--- config.mk ---
export PLATFORM = sky130hd
export DESIGN_NAME = linebuf_port_arbiter
export DESIGN_NICKNAME = d
export VERILOG_FILES = /design/src/rtl/nes_linebuf_pkg.sv /design/src/rtl/linebuf_wfifo.sv /design/src/rtl/linebuf_port_arbiter.sv
export SDC_FILE = /design/constraint.sdc
export NUM_CORES = 1
export LEC_CHECK = 0
export ABC_AREA = 1
export ABC_CLOCK_PERIOD_IN_PS = 2300
export BUFFER_PORTS_ARGS = -buffer_cell sky130_fd_sc_hd__buf_2
export CORE_MARGIN = 2
export CORE_UTILIZATION = 50
export DETAILED_ROUTE_END_ITERATION = 10
export PLACE_DENSITY = 0.76
export SYNTH_ARGS = -nofsm -noshare
export SYNTH_HDL_FRONTEND = slang
export SYNTH_HIERARCHICAL = 1
export SYNTH_SLANG_ARGS = --single-unit
--- constraint.sdc ---
create_clock -name clk -period 2.3 [get_ports clk]
set_input_delay 0.345 -clock clk [delete_from_list [all_inputs] [get_ports clk]]
set_output_delay 0.345 -clock clk [all_outputs]
set_load 0.05 [all_outputs]
--- src/rtl/nes_linebuf_pkg.sv ---
// Scanline line-buffer definitions shared by the PPU pixel writer, the VGA scan-out
// reader and the port arbiter that sits between them.
package nes_linebuf_pkg;

    localparam int LB_X_W     = 8;
    localparam int LB_ADDR_W  = 9;
    localparam int LB_DATA_W  = 15;
    localparam int LB_ENTRY_W = 1 + LB_X_W + LB_DATA_W;

    // Packed layout: bank in the MSB, then the pixel column, then BGR555 colour in the LSBs.
    typedef struct packed {
        logic                 bank;
        logic [LB_X_W-1:0]    x;
        logic [LB_DATA_W-1:0] data;
    } lb_entry_t;

    function automatic logic [LB_ADDR_W-1:0] lb_entry_addr(input lb_entry_t e);
        return {e.bank, e.x};
    endfunction

endpackage

--- src/rtl/linebuf_wfifo.sv ---
// Small synchronous FIFO holding pending PPU pixel writes; storage is plain registers
// and the head entry is visible combinationally.
module linebuf_wfifo
    import nes_linebuf_pkg::*;
#(
    parameter int FIFO_DEPTH = 4
) (
    input  logic                        clk,
    input  logic                        reset,
    input  logic                        push,
    input  lb_entry_t                   push_entry,
    input  logic                        pop,
    output lb_entry_t                   head,
    output logic [$clog2(FIFO_DEPTH):0] count,
    output logic                        full,
    output logic                        empty
);

    localparam int PTR_W = $clog2(FIFO_DEPTH);
    localparam logic [PTR_W:0] DEPTH_L = (PTR_W + 1)'(FIFO_DEPTH);

    logic [LB_ENTRY_W-1:0] mem [FIFO_DEPTH];
    logic [PTR_W-1:0]      wr_ptr;
    logic [PTR_W-1:0]      rd_ptr;
    logic                  do_push;
    logic                  do_pop;

    assign full    = (count == DEPTH_L);
    assign empty   = (count == '0);
    assign do_push = push && !full;
    assign do_pop  = pop && !empty;
    assign head    = lb_entry_t'(mem[rd_ptr]);

    // Power-of-two depth lets the pointers wrap by plain overflow.
    always_ff @(posedge clk) begin
        if (reset) begin
            wr_ptr <= '0;
            rd_ptr <= '0;
            count  <= '0;
        end else begin
            if (do_push) wr_ptr <= wr_ptr + PTR_W'(1);
            if (do_pop)  rd_ptr <= rd_ptr + PTR_W'(1);
            case ({do_push, do_pop})
                2'b10:   count <= count + (PTR_W + 1)'(1);
                2'b01:   count <= count - (PTR_W + 1)'(1);
                default: count <= count;
            endcase
        end
    end

    always_ff @(posedge clk) begin
        if (do_push) mem[wr_ptr] <= push_entry;
    end

endmodule

--- src/rtl/linebuf_port_arbiter.sv ---
// Shares the single-port scanline RAM between VGA reads (absolute priority) and
// buffered PPU writes, with sticky starvation and bank-collision flags.
module linebuf_port_arbiter
    import nes_linebuf_pkg::*;
#(
    parameter int FIFO_DEPTH = 4,
    parameter int STARVE_MAX = 8
) (
    input  logic                 clk,
    input  logic                 reset,
    input  logic                 wr_valid,
    input  logic                 wr_bank,
    input  logic [LB_X_W-1:0]    wr_x,
    input  logic [LB_DATA_W-1:0] wr_data,
    output logic                 wr_ready,
    input  logic                 rd_req,
    input  logic [LB_ADDR_W-1:0] rd_addr,
    output logic                 rd_valid,
    output logic [LB_DATA_W-1:0] rd_data,
    output logic                 ram_we,
    output logic [LB_ADDR_W-1:0] ram_addr,
    output logic [LB_DATA_W-1:0] ram_wdata,
    input  logic [LB_DATA_W-1:0] ram_rdata,
    output logic                 err_starve,
    output logic                 err_collision
);

    localparam int CNT_W = $clog2(FIFO_DEPTH) + 1;

    function automatic logic [3:0] sat_inc4(input logic [3:0] v);
        return (v == 4'hF) ? v : v + 4'd1;
    endfunction

    lb_entry_t            wr_entry;
    lb_entry_t            head;
    logic [CNT_W-1:0]     fifo_count;
    logic                 fifo_full;
    logic                 fifo_empty;
    logic                 push;
    logic                 pop;
    logic [LB_ADDR_W-1:0] ram_addr_q;
    logic                 rd_req_p1;
    logic [3:0]           starve_cnt;
    logic [3:0]           starve_cnt_nxt;

    assign wr_entry = '{bank: wr_bank, x: wr_x, data: wr_data};
    assign wr_ready = (fifo_count != CNT_W'(FIFO_DEPTH));
    assign push     = wr_valid && !fifo_full;
    assign pop      = !reset && !rd_req && !fifo_empty;

    linebuf_wfifo #(
        .FIFO_DEPTH (FIFO_DEPTH)
    ) u_wfifo (
        .clk        (clk),
        .reset      (reset),
        .push       (push),
        .push_entry (wr_entry),
        .pop        (pop),
        .head       (head),
        .count      (fifo_count),
        .full       (fifo_full),
        .empty      (fifo_empty)
    );

    // Port mux: reads win; writes fill free slots; an idle port parks on its last address.
    always_comb begin
        ram_we    = 1'b0;
        ram_addr  = ram_addr_q;
        ram_wdata = '0;
        if (reset) begin
            ram_addr = '0;
        end else if (rd_req) begin
            ram_addr = rd_addr;
        end else if (!fifo_empty) begin
            ram_we    = 1'b1;
            ram_addr  = lb_entry_addr(head);
            ram_wdata = head.data;
        end
    end

    always_ff @(posedge clk) begin
        if (reset) ram_addr_q <= '0;
        else       ram_addr_q <= ram_addr;
    end

    // p1: RAM presents read data one cycle after the address; p2: registered return.
    always_ff @(posedge clk) begin
        if (reset) begin
            rd_req_p1 <= 1'b0;
            rd_valid  <= 1'b0;
            rd_data   <= '0;
        end else begin
            rd_req_p1 <= rd_req;
            rd_valid  <= rd_req_p1;
            if (rd_req_p1) rd_data <= ram_rdata;
        end
    end

    always_comb begin
        starve_cnt_nxt = starve_cnt;
        if (fifo_empty || pop) starve_cnt_nxt = 4'd0;
        else if (rd_req)       starve_cnt_nxt = sat_inc4(starve_cnt);
    end

    // The starve flag rises on the edge where the count reaches the limit.
    always_ff @(posedge clk) begin
        if (reset) begin
            starve_cnt    <= 4'd0;
            err_starve    <= 1'b0;
            err_collision <= 1'b0;
        end else begin
            starve_cnt <= starve_cnt_nxt;
            if (int'(starve_cnt_nxt) >= STARVE_MAX) err_starve <= 1'b1;
            if (rd_req && !fifo_empty && (head.bank == rd_addr[LB_ADDR_W-1])) err_collision <= 1'b1;
        end
    end

endmodule

==> results of run 1 <==
==> state kept, by name, indices dropped and copies added, names as in the netlist, named ones only <==
| signal | count |
|---|---|
| starve_cnt | 4 |
| err_collision | 1 |
| rd_data | 15 |
| u_wfifo/count | 3 |
| ram_addr_q | 9 |
| u_wfifo/mem | 96 |
| rd_valid | 1 |
| u_wfifo/rd_ptr | 2 |
| u_wfifo/wr_ptr | 2 |
| rd_req_p1 | 1 |
| err_starve | 1 |
==> power by group <==
group / switching (W) / internal [W]
registers: 0.0000571 / 0.00281
clock network: 0.00101 / 0.00187
logic: 0.000692 / 0.000316
==> final timing paths <==
path                    startpoint                 end  slack, ns  depth (start not counted)
setup / recovery              flop         ram_addr[8]       0.08                          6
hold / removal         wr_data[10]  u_wfifo/mem[2][10]       0.15                          1
setup reg to reg  u_wfifo/count[2]    u_wfifo/count[2]       0.23                         16
hold reg to reg      err_collision       err_collision       0.45                          2
==> layout by cell type, fill, tap and decap left out, types with 2 or more instances in the layout <==
master | netlist | layout
clkbuf_8 | 0 | 4
inv_1 | 46 | 43
dfxtp_4 | 0 | 2
inv_4 | 0 | 2
o21ai_0 | 87 | 73
edfxtp_1 | 96 | 96
o22ai_2 | 20 | 20
nand3_1 | 6 | 5
nand4_1 | 4 | 4
buf_4 | 1 | 15
nor2_1 | 90 | 85
nor2_4 | 2 | 2
dfxtp_1 | 41 | 38
o21ai_1 | 4 | 18
ha_1 | 6 | 5
o22ai_1 | 6 | 6
nor2_2 | 28 | 33
inv_2 | 4 | 5
buf_12 | 0 | 6
buf_2 | 12 | 86
clkbuf_4 | 0 | 6
nand2_1 | 31 | 31
nand3_2 | 1 | 2
clkbuf_16 | 0 | 21
a21oi_1 | 9 | 9
==> metal layers <==
layer,global-route usage [%],up-vias,wire length (um)
li1,-,1968,-
met1,25.2,1889,5030
met2,36.5,119,6190
met3,5.29,16,668
met4,8.04,0,165
met5,0,-,0
==> kinds of logic (layout without fill, tap and decap cells) <==
| group | after synthesis | after routing | share of synthesized area [%] |
|---|---|---|---|
| AND/OR/NAND/NOR | 166 | 166 | 13.3 |
| flip-flops | 137 | 137 | 65.5 |
| AO/OA/AOI/OAI | 126 | 126 | 13.9 |
| buffers and inverters | 70 | 196 | 5.51 |
| adder cells (fa/ha/maj) | 7 | 7 | 1.68 |
==> final cells by class <==
type	count	area, um^2
inverter	50	198
timing repair buffer	114	741
clock inverter	6	66.3
tap	140	175
clock buffer	26	586
sequential	137	3710
multi-input combinational	299	1660
fill	810	3800
==> per-stage QoR <==
step                      utilization [%]  total power [W]  TNS [ns]  worst slack, ns
after floorplan                         -          0.00358     -6.62          -0.0690
after global placement               58.3          0.00384         0            0.269
after detailed placement             58.3          0.00387         0           0.0860
after CTS                            64.9          0.00677         0           0.0300
after global routing                 65.3          0.00700  -0.00175         -0.00175
final                                65.3          0.00676         0           0.0781
==> worst max-delay path, delay by kind of cell, from the launching register on <==
| kind | cells | cell delay, ns |
|---|---|---|
| AO/OA/AOI/OAI | 2 | 0.32 |
| buffers and inverters | 2 | 0.57 |
| flip-flops | 1 | 0.41 |
| AND/OR/NAND/NOR | 2 | 0.16 |
==> what timing repair did <==
action / in CTS / in global routing
setup endpoints to repair: 24 / 26
pin swaps: 0 / 1
gates cloned: 1 / 0
buffers inserted: 0 / 1
gates resized for setup: 13 / 20
==> metrics list, run 1 <==
- The run finished with clean final reports.
* Reg clk slew, reported paths: 0.06 ns
- STA classifies the critical path startpoint as a flop.
* Mapped cell area: 5650 um^2
- Weighted congestion reported at the end of routability-driven placement: 0.767
- In this run the tightest slew margin relative to its limit is 68.1%.
- After detailed routing, the number of remaining DRC violations is 0.
- After detailed routing, the average wire length per cell comes to 15.6 um.
- TritonCTS clock tree: built
- Summed over all layers, the routed wires come to 12000 um.
* Leading register cell type out of synthesis: edfxtp_1
- The repair_antennas step left the layout with diodes totalling 0.
- The clock drives 137 sinks.
* Number of I/O port buffers: 95
- Worst hold path type: in2reg
- Synthesis produced 506 cells.
- Maximum cell stage delay along the critical path: 0.41 ns
- Die Height: 110 um
* Share of layout cells above drive strength 1: 34.3%
- Total global routing track utilization: 21.0%
- The finished cells cover 7140 um^2.
- During I/O placement, the number of pins put on the boundary was 96.
* Synthesis Warnings: 6
- The final-report hold violation count is 0.
* Async set-reset flop share out of synthesis: 0%
- Most instantiated cells after synthesis: edfxtp_1, nor2_1, o21ai_0
- After global routing the overflow that remains totals 0.
- RSZ-0062 raised after global routing: true
- Area of the die: 12200 um^2
- Across all hold checks on the routed design, the worst slack comes to 0.147 ns.
* Leak Pwr: 2.95 nW
- Max frequency: 450 MHz
* Area of the placeable core: 10900 um^2
- Worst ir drop on vdd: 0.000491 V
* Category of the most critical setup path: reg2out
- In this run the worst path has a maximum fanout of 24.
* Area grow syn2layout: 26.2%
- Counting the buffers created by CTS gives 17.
* Largest cells by area after synthesis: edfxtp_1, dfxtp_1, o21ai_0, nor2_1, o22ai_2
- Maximum number of pins on one net before global-route repair: 25
* Non-Filler Instances: 772
- Maximum clock skew at final layout: 0.00629 ns
- Max Buffers Root-to-Sink: 2
- Total via count after detailed routing: 3992
- Leading cell type by number of instances after synthesis: edfxtp_1
- Synthesized area per cell: 11.2 um^2
- Final layout net count: 678
* Ordered list of cells on the worst path: bufbuf_16 > nor2_1 > o22ai_2 > nor2_1 > o22ai_1 > buf_4
* Number of DRC markers in iteration 0: 373
* Final clock period utilization by the worst path: 96.6%
- Synthesis instantiated 27 different standard cells from the library.
* Clk Tree Root Cell: clkbuf_16
- Vias in the first global route: 3971
- Detailed placement finished with a half-perimeter wire length of 7410 um.
* Wire length of the first global-routing pass: 19100 um
- In this run the cell area measured after placement is 6380 um^2.
- Data required time of the critical path: 1.96 ns
- Number of max-slew violations in the final report: 0
* Floorplan row count: 38
* Detailed-routing iteration count for the pre-antenna-repair pass: 4
- Area share of the largest cell type after synthesis: 51.0%
* Cell count after placement: 738
* Count of flip-flops with a built-in enable after synthesis: 96
* Arrival time at the worst endpoint: 1.88 ns
- The worst setup path is captured at an output pin.
- Counting flops and latches in the post-synthesis netlist gives 137.
- Cell accounting for the most synthesized area: edfxtp_1
* Initial cell density of the core: 51.7%
- On the critical path, the stage with the largest delay is an instance of dfxtp_4.
- Max cap viols: 0
* Slew at the pin closest to its max-slew limit: 0.478 ns
- Sequential fraction of the synthesis area: 65.5%
- Shortest clock period the worst path allows after layout: 2.22 ns
- In this run the horizontal extent of the chip is 110 um.
- By instance count, the cell type seen most on the critical path is nor2_1.
- Syn nets: 565
* Clk Latency, worst-skew pair: 0.41 ns
* Final ANT Viol Nets: 0
* Power Dens Cells: 947 nW/um^2
- Count of endpoints failing setup in the final report: 0
- CTS built an H-tree with a depth of 4.
* Hold-fix buffers, CTS: 0
- The number of antenna violations at the first check in global routing was 0.
* Drt via density: 5.17
No activity file was read; power rests on OpenSTA's default activity.
==> run 2, diff against run 1 <==
Settings changed: CTS_BUF_LIST from default to sky130_fd_sc_hd__clkbuf_4 sky130_fd_sc_hd__clkbuf_8 sky130_fd_sc_hd__clkbuf_16.
==> run 2 against run 1 <==
  * Utilization barely moved
  * Critical path depth unchanged
  * Clock power about the same
  * Sequential cell count stayed put
  * Critical path type unchanged
==> metrics list, run 2 (synthesis results as in run 1) <==
* Status: complete, no violations
- Drt via density: 5.19
- TritonCTS clock tree: built
- H-Tree Depth: 4
* Largest register FFs: 96
- The congestion estimate from routability-driven global placement came to 0.767.
* Most common library cell in the layout ignoring fill and taps: edfxtp_1
* Final ANT Viol Nets: 0
- Setup violations remaining at the end of the flow were counted as 0.
* DRC violations left: 0
- The net count of the finished layout is 678.
- Most prevalent standard cell on the critical path: nor2_1
- The via count of the first global-routing pass is 3999.
- The floorplan step set the die height to 110 um.
- 0 antenna diodes ended up in the layout.
* Top flop regs: u_wfifo/mem: 96 flops, rd_data: 15 flops, ram_addr_q: 9 flops
- Of the total power, the share spent switching nets is 26.0%.
- Sort of element at the end of the critical path: output pin
* Number of max-slew violations in the final report: 0
* Maximum number of pins on one net before global-route repair: 25
- Post-place setup slack: 0.0860 ns
* Die width: 110 um
- Worst hold path type: in2reg
- Antenna violations before repair: 0
- For this design, the CTS-stage hold fixing added 0 buffers.
* Rel. slew slack: 68.1%
* Cell area after layout: 7140 um^2
* Clock buffer count from CTS: 17
* Area of the placeable core: 10900 um^2
* Net Sw Power: 0.00176 W
- For this run, the slowest stage of the critical path takes 0.41 ns.
- Worst-path cell with the longest stage delay: dfxtp_4
- I/O pin cnt: 96
- The first global-routing pass estimated 19200 um of wire.
- Worst ir drop on vdd: 0.000496 V
* Final setup margin: 0.0735 ns
- Ordered list of cells on the worst path: bufbuf_16 > nor2_1 > o22ai_2 > nor2_1 > o22ai_1 > buf_4
- Detailed placement ended at an HPWL of 7410 um.
- Fin util: 65.3%
- Dpl cell area: 6380 um^2
* Area grow syn2layout: 26.3%
- The worst setup path is launched from a flop.
- Reg clk slew, reported paths: 0.06 ns
- Between clock sinks in the finished design, the worst skew comes to 0.00630 ns.
* Max cap viols: 0
* Max frequency: 449 MHz
- Initial cell density of the core: 51.7%
- Leak Pwr: 2.95 nW
* Clk Latency, worst-skew pair: 0.41 ns
- Reg-to-Reg Start: u_wfifo/count[2]
- Final clock period utilization by the worst path: 96.8%
- The final-report hold violation count was 0.
- The register with the most flip-flops in the final layout is u_wfifo/mem.
- Detailed-routing iteration count for the pre-antenna-repair pass: 4
- The die covers 12200 um^2.
* Floorplan row count: 38
- Max Buffers Root-to-Sink: 2
* Category of the most critical setup path: reg2out
* Slew at the pin closest to its max-slew limit: 0.479 ns
* Combinational power share: 14.9%
- Part of the power in the clock network: 42.7%
- The internal portion of the total power is 0.00501 W.
- Number of I/O port buffers: 95
- Data on the critical path is required at its endpoint by 1.96 ns.
- Routed length per instance: 15.7 um
- At the worst endpoint, the arrival time is 1.88 ns.
- RSZ-0062 raised after global routing: true
* Clk Tree Root Cell: clkbuf_16
* Shortest clock period the worst path allows after layout: 2.23 ns
* Total congestion overflow after global routing: 0
* Crit Path Max Fanout: 24
- Share of layout cells above drive strength 1: 34.3%
- Sequential cells account for 42.4% of the total power.
- The detailed router finished its first iteration with 365 violations.
* Total via count after detailed routing: 4007
- Total global routing track utilization: 21.1%
* Clock sinks: 137
- After detailed routing, the total wire length is 12100 um.
- Power Dens Cells: 949 nW/um^2
- The top cell types in the final layout, fill and taps aside, are edfxtp_1, buf_2, nor2_1.
- The worst hold path begins at wr_data[10].
[run 2: cell counts in the layout (fill, tap and decap cells not counted)]
Identical to the previous run, type by type.
[run 2: worst paths after layout]
path,end,slack (ns),cells after the start
max reg2reg,u_wfifo/count[2],0.23,16
min reg2reg,err_collision,0.45,2
min,u_wfifo/mem[2][10],0.14,1
max,ram_addr[8],0.07,6
[run 2: per-layer routing]
metal / wire length, um / vias up / track usage, %
met5: 0 / - / 0
li1: - / 1971 / -
met3: 723 / 19 / 5.47
met1: 5140 / 1894 / 25.2
met2: 6080 / 123 / 36.4
met4: 205 / 0 / 8.57
[run 2: power groups by stage]
| stage | clock network [W] | registers, W | logic [W] |
|---|---|---|---|
| 6_report | 0.00289 | 0.00287 | 0.00101 |
| 3_5_place_dp | 0 | 0.00292 | 0.000957 |
| 4_1_cts | 0.00291 | 0.00287 | 0.000995 |
| 2_1_floorplan | 0 | 0.00299 | 0.000593 |
| 3_3_place_gp | 0 | 0.00291 | 0.000931 |
| 5_1_grt | 0.00303 | 0.00289 | 0.00110 |
[run 2: area by class of cell]
class | instances | area, um^2
multi-input cells | 299 | 1660
fillers | 811 | 3800
clock buffers | 26 | 588
flip-flops and latches | 137 | 3710
inverters | 50 | 198
well taps | 140 | 175
repair buffers | 114 | 741
clock inverters | 6 | 66.3
[run 2: repair_timing]
action                                  CTS  global route
endpoints found under the setup margin   24            26
gates resized for setup                  13            20
pin swaps                                 0             1
cloned                                    1             0
setup buffers                             0             1
[run 2: per-stage QoR]
stage | setup TNS (ns) | total power [W] | cells | hold WS, ns
floorplan | -6.62 | 0.00358 | 506 | 0.414
global placement | 0 | 0.00384 | 738 | 0.434
detailed placement | 0 | 0.00387 | 738 | 0.444
CTS | 0 | 0.00678 | 771 | 0.136
global route | -0.000663 | 0.00701 | 772 | 0.138
finish | 0 | 0.00677 | 772 | 0.144
[run 2: worst max-delay path, delay by kind of cell, from the launching register on]
family                 cells  cell delay (ns)
buffers and inverters      2             0.57
and+or+nand+nor            2             0.16
DFF                        1             0.41
AOI/OAI and AO/OA          2             0.32
==> run 3, diff against run 2 <==
Settings changed: ABC_CLOCK_PERIOD_IN_PS 2300 to 2640, CORE_UTILIZATION 50 to 60, PLACE_DENSITY 0.76 to 0.85, SLEW_MARGIN from default to 20.
Clock period 2.3 ns to 2.64 ns, I/O delays scaled along.
==> run 3 against run 2 <==
  * Final cell count is 4.4% lower
  * Sequential power fell by 13%
  * Non-clock buffer count shrank 5
  * Sequential cell count stayed put
  * Total power down 17%
  * Critical endpoint is now ram_wdata[11]
  * Highest routed layer unchanged
==> metrics list, run 3 (synthesis results as in run 1) <==
* Die Height: 101 um
* Max cap viols: 0
- Detailed-routing iteration count for the pre-antenna-repair pass: 4
* Worst-path cell with the longest stage delay: dfxtp_2
- Worst ir drop on vdd: 0.000432 V
- Data required time of the critical path: 2.24 ns
- For flop-to-flop paths, the worst setup slack is 0.33 ns.
- I/O pin cnt: 96
* Area of the die: 10200 um^2
- Top flop regs: u_wfifo/mem: 96 flops, rd_data: 15 flops, ram_addr_q: 9 flops
* Worst hold path type: in2reg
- After legalization and detailed placement, the total HPWL measured 7600 um.
- Rel. slew slack: 69.6%
* Top cell family by delay on the critical path: buffers and inverters
* Number of max-slew violations in the final report: 0
- Die width: 101 um
* Drt via density: 5.60
- Across the routed clock network, the largest skew measured is 0.0118 ns.
* Routed length per instance: 16.9 um
- The tightest hold path in the finished design has a slack of 0.0847 ns.
- The detail route stage leaves a number of antenna-violating nets equal to 0.
- Post-CTS Setup Repair Bufs: 0
* Filler instances: 567
- Dividing total power by cell area gives a power density of 813 nW/um^2.
* Final-report hold violation count: 0
- Setup violations remaining at the end of the flow were counted as 0.
- Number of I/O port buffers: 95
- At the later pin of the worst-skew pair, clock insertion delay measures 0.52 ns.
- For this configuration, the core starts out at a cell density of 61.5%.
* Total via count after detailed routing: 4133
- The number of antenna violations at the first check in global routing was 0.
- Largest register by flop count: u_wfifo/mem
- Counting along the longest clock path gives a buffer depth of 2.
- Final total power: 0.00560 W
- Clock-pin slew was measured on the worst setup and hold paths at 0.06 ns.
- The final critical path takes up 96.6% of the cycle.
* Clock buffer count from CTS: 17
* TritonCTS clock tree: built
* Leak Pwr: 2.85 nW
* Total congestion overflow after global routing: 0
- The core region is 9200 um^2.
* Status: complete, no violations
- Floorplan row count: 35
* Vias in the first global route: 4094
- At the pin with the least slew margin, the transition time is 0.455 ns.
* N_diodes: 0
- For this run, design rule violations remaining after detail routing come to 0.
* Share of layout cells above drive strength 1: 32.7%
- The clock drives 137 sinks.
- Category of the most critical setup path: reg2out
* Shortest clock period the worst path allows after layout: 2.55 ns
* Ordered list of cells on the worst path: inv_4 > buf_4 > o21ai_0 > o22ai_2 > inv_1 > nor2_2 > buf_2
- After the last flow step, the layout net total stands at 673.
- Most common library cell in the layout ignoring fill and taps: edfxtp_1
- The root buffer cell chosen for the clock tree is clkbuf_8.
- Of all nets on the critical path, the largest fanout is 16.
- In the layout the commonest cells are edfxtp_1, buf_2, nor2_1.
- Critical Path Source Type: flop
- The worst setup path is captured at an output pin.
- Maximum number of pins on one net before global-route repair: 49
- For this run, the top clock speed supported by timing is 392 MHz.
* Total global routing track utilization: 25.4%
- Weighted congestion reported at the end of routability-driven placement: 0.731
* Worst Path Buf+Inv: 4
* Number of DRC markers in iteration 0: 217
- Measured on the finished design, the core utilization comes to 74.9%.
* Arrival time at the worst endpoint: 2.16 ns
- The area growth from synthesis to layout is 21.9%.
- For this run, the slowest stage of the critical path takes 0.38 ns.
- Largest register FFs: 96
- Wire length of the first global-routing pass: 19400 um
* H-Tree Depth: 4
- For this block, the routed nets add up to 12500 um of wire.
-- run 3: cell count changes in the layout (fill, tap and decap cells not counted), sizes merged --
cell and change:
buf -4, clkinvlp +3, bufbuf -1, clkbuf -9, inv +6
-- run 3: worst reg2reg max path: stages, from the launching register on --
cell and delay [ns]:
dfxtp_1 0.41, inv_1 0.11, nand3_2 0.11, inv_1 0.08, inv_1 0.12, nand2_4 0.06, inv_1 0.11, inv_1 0.05
nor2_1 0.12, ha_1 0.18, inv_1 0.08, fa_1 0.40, inv_1 0.09, nand2_1 0.07, nand3_1 0.08, nand2_1 0.05
inv_1 0.06, nor2_1 0.05
-- run 3: final cells by class --
type | instances | area, um^2 | area share, %
clock buffer | 17 | 414 | 6.01
clock inverter | 15 | 160 | 2.32
inverter | 50 | 193 | 2.80
multi-input combinational | 299 | 1650 | 24.0
sequential | 137 | 3700 | 53.8
tap | 111 | 139 | 2.02
timing repair buffer | 109 | 627 | 9.10
-- run 3: path summary, 6_finish.rpt --
| kind | from | cells after the start | endpoint |
|---|---|---|---|
| setup / recovery | flop | 7 | ram_wdata[11] |
| hold / removal | wr_data[14] | 1 | u_wfifo/mem[3][14] |
| hold reg to reg | err_starve | 2 | err_starve |
| setup reg to reg | u_wfifo/count[2] | 17 | u_wfifo/count[2] |
-- run 3: routing by layer --
layer | share of wire [%] | track usage [%]
met2 | 50 | 44.5
met1 | 40 | 28.9
met5 | 0 | 0
met4 | 2.6 | 11.6
met3 | 6.9 | 6.66
-- run 3: repair_timing --
item | CTS | global route
setup endpoints to repair | 5 | 15
resized for setup | 1 | 21
endpoints found under the hold margin | 0 | 0
gates cloned | 0 | 1
hold buffers | 0 | 0
-- run 3: where the power goes --
group | switching [W] | total [W] | leakage, nW | internal (W)
logic | 0.000599 | 0.000837 | 1.36 | 0.000238
registers | 0.0000548 | 0.00251 | 1.22 | 0.00245
clock network | 0.000967 | 0.00225 | 0.271 | 0.00129
total | 0.00162 | 0.00560 | 2.85 | 0.00398
-- run 3: per-stage QoR --
step           cell area [um^2]  worst slack [ns]  setup TNS, ns  cells
6_report                   6890            0.0889              0    738
3_5_place_dp               6250             0.458              0    705
2_1_floorplan              5650             0.136              0    506
3_3_place_gp               6250             0.557              0    705
4_1_cts                    6830           -0.0111        -0.0111    737
5_1_grt                    6890          -0.00186       -0.00186    738
